$ cat src/rtl/wisc_pkg.sv
// Shared constants and types for the IF/ID boundary stage.
package wisc_pkg;

    localparam int unsigned XLEN = 16;

    // Opcode field of an instruction word.
    localparam int unsigned OPC_HI = 15;
    localparam int unsigned OPC_LO = 11;

    localparam logic [XLEN-1:0]          NOP_INSTR = 16'h0800;
    localparam logic [OPC_HI-OPC_LO:0]   HALT_OPC  = 5'b00000;

    typedef enum logic [0:0] {
        RUN        = 1'b0,
        HALT_DRAIN = 1'b1
    } fd_state_t;

    // One buffered fetch entry: 48 bits.
    typedef struct packed {
        logic [XLEN-1:0] instr;
        logic [XLEN-1:0] pc;
        logic [XLEN-1:0] inc_pc;
    } fd_entry_t;

endpackage

$ cat src/rtl/fd_ring.sv
// DEPTH-entry ring buffer of fetch entries with wrapping pointers,
// occupancy count and full/empty flags. clr empties it synchronously.
module fd_ring
    import wisc_pkg::*;
#(
    parameter int unsigned DEPTH = 2
) (
    input  logic      clk,
    input  logic      rst,
    input  logic      clr,
    input  logic      wr_en,
    input  fd_entry_t wr_data,
    input  logic      rd_en,
    output fd_entry_t rd_data,
    output logic      full,
    output logic      empty
);

    localparam int unsigned PW = $clog2(DEPTH);

    fd_entry_t       mem_q [DEPTH];
    logic [PW-1:0]   wr_ptr_q, wr_ptr_d;
    logic [PW-1:0]   rd_ptr_q, rd_ptr_d;
    logic [PW:0]     count_q, count_d;

    // Next pointer/count: clear wins, otherwise advance on write/read.
    always_comb begin
        wr_ptr_d = wr_ptr_q;
        rd_ptr_d = rd_ptr_q;
        count_d  = count_q;
        if (clr) begin
            wr_ptr_d = '0;
            rd_ptr_d = '0;
            count_d  = '0;
        end else begin
            if (wr_en) wr_ptr_d = wr_ptr_q + PW'(1);
            if (rd_en) rd_ptr_d = rd_ptr_q + PW'(1);
            case ({wr_en, rd_en})
                2'b10:   count_d = count_q + (PW+1)'(1);
                2'b01:   count_d = count_q - (PW+1)'(1);
                default: count_d = count_q;
            endcase
        end
    end

    // Pointer and count registers.
    always_ff @(posedge clk or negedge rst) begin
        if (!rst) begin
            wr_ptr_q <= '0;
            rd_ptr_q <= '0;
            count_q  <= '0;
        end else begin
            wr_ptr_q <= wr_ptr_d;
            rd_ptr_q <= rd_ptr_d;
            count_q  <= count_d;
        end
    end

    // Entry storage write.
    // NOTE: storage has no reset; an entry is only observable once count
    // covers it, so resetting the array would only add reset fanout.
    always_ff @(posedge clk) begin
        if (wr_en && !clr) mem_q[wr_ptr_q] <= wr_data;
    end

    assign rd_data = mem_q[rd_ptr_q];
    assign full    = (count_q == (PW+1)'(DEPTH));
    assign empty   = (count_q == '0);

endmodule

$ cat src/rtl/fetch_decode_latch.sv
// IF/ID boundary stage: buffers fetched {instr, pc, pc+2} entries in a
// small ring with valid/ready handshake, supports flush and HALT freeze,
// and flags misaligned PCs in a sticky err bit.
// Optional zero-latency bypass when empty: define FD_BYPASS_EN.
module fetch_decode_latch
    import wisc_pkg::*;
#(
    parameter int unsigned               DEPTH     = 2,
    parameter logic [XLEN-1:0]           NOP_INSTR = wisc_pkg::NOP_INSTR,
    parameter logic [OPC_HI-OPC_LO:0]    HALT_OPC  = wisc_pkg::HALT_OPC
) (
    input  logic            clk,
    input  logic            rst,
    input  logic            if_valid,
    input  logic [15:0]     if_instr,
    input  logic [15:0]     if_pc,
    input  logic [15:0]     if_inc_pc,
    output logic            if_ready,
    input  logic            flush,
    input  logic            id_stall,
    output logic            id_valid,
    output logic [15:0]     id_instr,
    output logic [15:0]     id_pc,
    output logic [15:0]     id_inc_pc,
    output logic            halted,
    output logic            err
);

    fd_state_t state_q, state_d;
    logic      err_q, err_d;

    logic      push, pop, wr_en, rd_en, bypass_act;
    logic      full, empty, is_halt;
    fd_entry_t in_entry, head;

    assign in_entry = '{instr: if_instr, pc: if_pc, inc_pc: if_inc_pc};
    assign is_halt  = (if_instr[OPC_HI:OPC_LO] == HALT_OPC);

    // Handshake: if_ready depends only on registered state, never on pop.
    always_comb begin
        if_ready = (state_q == RUN) && !full;
`ifdef FD_BYPASS_EN
        bypass_act = rst && empty && (state_q == RUN) && if_valid && !flush;
`else
        bypass_act = 1'b0;
`endif
        push     = if_valid && if_ready && !flush;
        id_valid = !empty || bypass_act;
        pop      = id_valid && !id_stall && !flush;
        // A bypassed entry consumed this cycle is never written.
        wr_en    = push && !(bypass_act && !id_stall);
        rd_en    = pop && !empty;
    end

    // Decode-side view: bypass, buffered head, or NOP when empty.
    always_comb begin
        id_instr  = NOP_INSTR;
        id_pc     = '0;
        id_inc_pc = '0;
        if (bypass_act) begin
            id_instr  = if_instr;
            id_pc     = if_pc;
            id_inc_pc = if_inc_pc;
        end else if (!empty) begin
            id_instr  = head.instr;
            id_pc     = head.pc;
            id_inc_pc = head.inc_pc;
        end
    end

    // FSM and sticky error next state: flush beats HALT detection.
    always_comb begin
        state_d = state_q;
        if (flush)                 state_d = RUN;
        else if (push && is_halt)  state_d = HALT_DRAIN;
        err_d = err_q || (push && if_pc[0]);
    end

    // State and error registers.
    // NOTE: non-blocking assignments keep every flop sampling pre-edge values.
    always_ff @(posedge clk or negedge rst) begin
        if (!rst) begin
            state_q <= RUN;
            err_q   <= 1'b0;
        end else begin
            state_q <= state_d;
            err_q   <= err_d;
        end
    end

    assign halted = (state_q == HALT_DRAIN);
    assign err    = err_q;

    fd_ring #(.DEPTH(DEPTH)) u_ring (
        .clk     (clk),
        .rst     (rst),
        .clr     (flush),
        .wr_en   (wr_en),
        .wr_data (in_entry),
        .rd_en   (rd_en),
        .rd_data (head),
        .full    (full),
        .empty   (empty)
    );

endmodule

$ cat config.mk
export PLATFORM = sky130hd
export DESIGN_NAME = fetch_decode_latch
export DESIGN_NICKNAME = d
export VERILOG_FILES = /design/src/rtl/wisc_pkg.sv /design/src/rtl/fd_ring.sv /design/src/rtl/fetch_decode_latch.sv
export SDC_FILE = /design/constraint.sdc
export NUM_CORES = 1
export LEC_CHECK = 0
export ABC_CLOCK_PERIOD_IN_PS = 4870
export CAP_MARGIN = 15
export CORE_UTILIZATION = 45
export DETAILED_ROUTE_END_ITERATION = 7
export PLACE_DENSITY = 0.86
export SYNTH_ARGS = -nofsm -noshare
export SYNTH_HDL_FRONTEND = slang
export SYNTH_SLANG_ARGS = --single-unit
$ cat constraint.sdc
create_clock -name clk -period 4.87 [get_ports clk]
set_input_delay 0.487 -clock clk [delete_from_list [all_inputs] [get_ports clk]]
set_output_delay 0.487 -clock clk [all_outputs]
set_load 0.01 [all_outputs]
[Word-level counts from Yosys, hierarchy flattened]
Memories as Yosys holds them, arrays and structs flattened.
Index checks and enable logic that the tools add are counted.
Storage, ports and cells
  register bits after elaboration: 6
  bits in writable memories: 96
  input bits: 53
  output and inout bits: 52
  word-level logic and storage cells: 47
  memories kept: 1
Memory list
  u_ring.mem_q: words 2, width 48, read ports 1, clocked after Yosys merged registers in 0, write ports 1, RTL line fd_ring.sv:21  | fd_entry_t mem_q [DEPTH];
Cells by class
  add/subtract/negate cells: 4
  equality and inequality tests: 3
  mux-type cells: 13
  bitwise operators: 1
  reduce and logical (&&, ||, !) cells: 20
Operators by type and width (count)
  $mux W16: 3
  $logic_and A1 B1 Y1: 9
  $mux W1: 8
  $reduce_bool A2 Y1: 3
  $logic_not A5 Y1: 1
  $eq A2 B2 Y1 const B: 2
  $logic_not A1 Y1: 4
  $pmux W2 S2: 1
  $reduce_bool A3 Y1: 1
  $add A1 B1 Y1 const B: 2
  $add A2 B1 Y2 const B: 1
  $eq A2 B1 Y1 const B: 1
  $logic_not A2 Y1: 1
  $mux W2: 1
  $sub A2 B1 Y2 const B: 1
  $logic_or A1 B1 Y1: 1
  $not A1 Y1: 1

[Logic depth before layout (Yosys ltp)]
  depth in word-level cells: 8
  mapped depth: 5
  mapped depth without buffers: 4

[By module]
A second synthesis with hierarchy kept.
Second synthesis, totals
  cells, all modules: 234
  area, all modules: 4144.0 um^2
By module, submodules not included
  fd_ring: instances 1, cells an instance 170, area an instance 3718.6 um^2, seq. area each 2982.9 um^2
  fetch_decode_latch: instances 1, cells an instance 64, area an instance 425.4 um^2, seq. area each 50.0 um^2

[Least setup slack after synthesis]
OpenSTA, ideal clock, no wires.
  kind: register -> register
  start: reg u_ring.count_q[1]
  end: mem u_ring.mem_q[0][0] (netlist bit) (enable)
  arrival time: 3.084 ns
  data required time: 4.416 ns
  path slack: 1.332 ns
  stages on the path, launching flop included: 4
  path through: dfrtp_1 nor2b_2 or4b_4 nor2_1
Between the ends
  word-level cells in the longest chain between the ends: 8
Ends and longest elaborated chain
  start, declared: RTL line fd_ring.sv:24  | logic [PW:0] count_q, count_d;
  start signal, assigned: RTL line fd_ring.sv:55  | count_q <= count_d;
  $eq A2 B2 Y1: RTL line fd_ring.sv:67  | assign full = (count_q == (PW+1)'(DEPTH));
  $logic_not A1 Y1: RTL line fetch_decode_latch.sv:41  | if_ready = (state_q == RUN) && !full;
  $logic_and A1 B1 Y1: RTL line fetch_decode_latch.sv:41
  $logic_and A1 B1 Y1 (2 in series): RTL line fetch_decode_latch.sv:47  | push = if_valid && if_ready && !flush;
  $logic_and A1 B1 Y1: RTL line fd_ring.sv:63  | if (wr_en && !clr) mem_q[wr_ptr_q] <= wr_data;
  $mux W1: RTL line fd_ring.sv:63
  $mux W1 (not written as such): RTL line fd_ring.sv:63
  end, declared: RTL line fd_ring.sv:21
No other way between the ends.

[Worst setup path in the final report]
  start: reg u_ring.rd_ptr_q
  end: out id_pc[12]
Between the ends
  word-level cells in the longest chain between the ends: 2
Ends and longest elaborated chain
  start, declared: RTL line fd_ring.sv:23  | logic [PW-1:0] rd_ptr_q, rd_ptr_d;
  start signal, assigned: RTL line fd_ring.sv:54  | rd_ptr_q <= rd_ptr_d;
  $mem_v2 Z2 W48
  $mux W16: RTL line fetch_decode_latch.sv:64  | end else if (!empty) begin
  end, declared: RTL line fetch_decode_latch.sv:23  | output logic [15:0] id_pc,
No other way between the ends.

==> results.md <==
- Final period utilization: 65.4%
- Final setup fails: 0
- Type of origin of the critical path: flop
- Worst Path Max Fanout: 39
- GRT Total Usage: 16.0%
- CTS sink cnt: 102
- Fillers: 647
- Cell Area, Synth: 0.00394 mm²
- H-tree depth: 3
- Die Ht: 95.5 µm
- Buffers added on ports: 104
- Initial Utilization: 47.2%
- Placed cell areas: 0.00508 mm²
- Post-synthesis async set-or-reset flop share: 5.88%
- Ys flop type: edfxtp_1
- Share of post-route cells with drive strength above 1: 6.88%
- Most common cell in the netlist: edfxtp_1
- Slew margin rel.: 26.8%
- # hold bufs at CTS: 0
- Top post-synthesis cells by area: edfxtp_1 73%, mux2i_1 12%, nor2_1 4.8%, dfrtp_1 3.8%, buf_2 1.0%
- Antenna violations before repair: 0
- Leakage: 0.00172 µW
- Layout area overhead: 33.9%
- Sequential share of the synthesized area: 77.1%
- Die footprint: 0.00912 mm²
- Post-synth EDFFs: 96
- CTS tree: built
- Largest net degree at the start of global routing: 51
- Nets: 397
- WL final: 7020 µm
- Final instance area: 0.00527 mm²
- Post-synth cell types: 24
- Critical-path top delay cell: dfrtp_2
- Post-route ant nets: 0
- Yosys warnings: 0
- CTS buffer count: 9
- Post-CTS Repair Setup Buffers: 0
- Post-CTS resize count: 0
- Vias: 2280
- Post-route setup TNS: 0 ns
- CP Cell Sequence: buf_4 -> mux2i_1 -> nor2_1 -> clkdlybuf4s50_1
- I/O pin count: 105
- MaxCap Viol Count: 0
- Yosys top cell by area: edfxtp_1
- WL/cell: 15.5 µm
- Outcome: finished clean
- Chip width: 95.5 µm
- ANT cells: 0
- Design Power: 1700 µW
- Final hold vios: 0
- DRT iter0 DRCs: 67
- Worst Path Required: 4.38 ns
- Clock Path Buffers: 2
- Pwr/cell area: 322 mW/mm²
- Placer Congestion: 0.703
- Vias per cell: 5.02
- Kind of critical path: reg -> out
- Syn nets: 290
- Core footprint: 0.00834 mm²
- Setup crit end kind: primary output
- Post-detail-place hpwl: 4660 µm
- Grt ovf: 0
- Std cell rows: 33
- First-pass GRT wire length: 10400 µm
- Cell family with most CP delay: flip-flops
- Setup Skew: 0.00903 ns
- Final count of pins violating max slew: 0
- Syn avg cell area: 16.6 µm²
- Tightest Pin Transition: 1.10 ns
- Initial DRT Pass Iterations: 4
- Share of the synthesized area in the top cell type: 73.3%
- CP Data Arrival Time: 2.70 ns
- Flops & latches, synth: 102
- Worst Path Buf+Inv: 2
- Drc violations: 0
- Root Buffer Master: clkbuf_8
- Number of global-route vias before repair: 2253
- Maximum vdd ir drop: 0.184 mV
- Hold Path Class: in -> async
- Worst-path clk slew: 0.09 ns
- Syn Inst Count: 237
- Clk_lat worst skew: 0.36 ns
- RSZ-0062 raised after global routing: no
- Tmin final: 3.18 ns
- Maximum clock rate: 0.314 GHz
- Largest stage delay on the critical path: 1.10 ns
- Most frequent cells after synthesis: 96 x edfxtp_1, 50 x nor2_1, 48 x mux2i_1
[flip-flops by register name (all words and copies together), names as in the netlist]
signal           count
u_ring.count_q       2
halted               1
err                  1
u_ring.rd_ptr_q      1
u_ring.wr_ptr_q      1
u_ring.mem_q        96
[path summary, 6_finish.rpt]
kind	start	to	slack [ns]	cells after the start
max in group asynchronous	rst	u_ring.rd_ptr_q	4.24	1
min reg2reg	err	err	0.47	1
max reg2reg	u_ring.count_q[1]	u_ring.mem_q[0][7]	2.32	4
min	rst	u_ring.count_q[0]	0.37	1
min in group clk	err	err	0.47	1
max	u_ring.rd_ptr_q	id_pc[12]	1.69	4
[logic make-up after synthesis]
logic type / synth area share (%)
compound gates: 1.91
buf+inv: 1.69
flops: 77.1
mux: 12.5
simple gates: 6.84
[through the flow]
stage | std cells | util [%] | hold slack (ns) | setup WS [ns]
after floorplan | 237 | - | 0.191 | 1.33
after global placement | 437 | 61.0 | 0.445 | 1.89
after detailed placement | 437 | 61.0 | 0.452 | 1.81
after CTS | 453 | 62.9 | 0.378 | 1.64
after global routing | 454 | 63.2 | 0.381 | 1.52
final | 454 | 63.2 | 0.373 | 1.69
[worst register-to-register path, stage by stage (launching register included)]
cell     delay [ns]
dfrtp_1        0.44
nor2b_2        0.22
or4b_4         0.53
nor2_4         0.57
buf_4          0.46
[layout by cell type (no fill, tap or decap), drive strengths merged, types with 2 or more instances in the layout]
cell	count
clkinv	4
a21oi	4
nor2	50
or3	2
buf	3
inv	4
dfrtp	6
edfxtp	96
clkdlybuf4s50	104
nand2	2
mux2i	48
o21ai	3
clkbuf	10
[area by class of cell]
class / count / area, µm² / share of cell area (%)
clock buffer: 10 / 128 / 2.42
clock inverter: 6 / 37.5 / 0.712
inverter: 3 / 11.3 / 0.214
multi-input combinational: 121 / 852 / 16.2
sequential: 102 / 3030 / 57.6
tap: 105 / 131 / 2.49
timing repair buffer: 107 / 1080 / 20.4
[metal layers]
metal / part of all wire, % / GRT usage [%] / vias to the layer above
li1: - / - / 1097
met1: 40 / 18.6 / 1094
met2: 52 / 28.0 / 78
met3: 6.2 / 4.39 / 11
met4: 1.5 / 5.97 / 0
met5: 0 / 0 / -
[report_power, final]
part           leakage, µW  total (µW)  internal (µW)  switching (µW)
Clock            0.0000817         455            184             271
Sequential        0.000955        1020            994            21.1
Combinational     0.000683         229            131            98.3
Total              0.00172        1700           1310             391
Note: power is estimated with default switching activity, not from simulation.
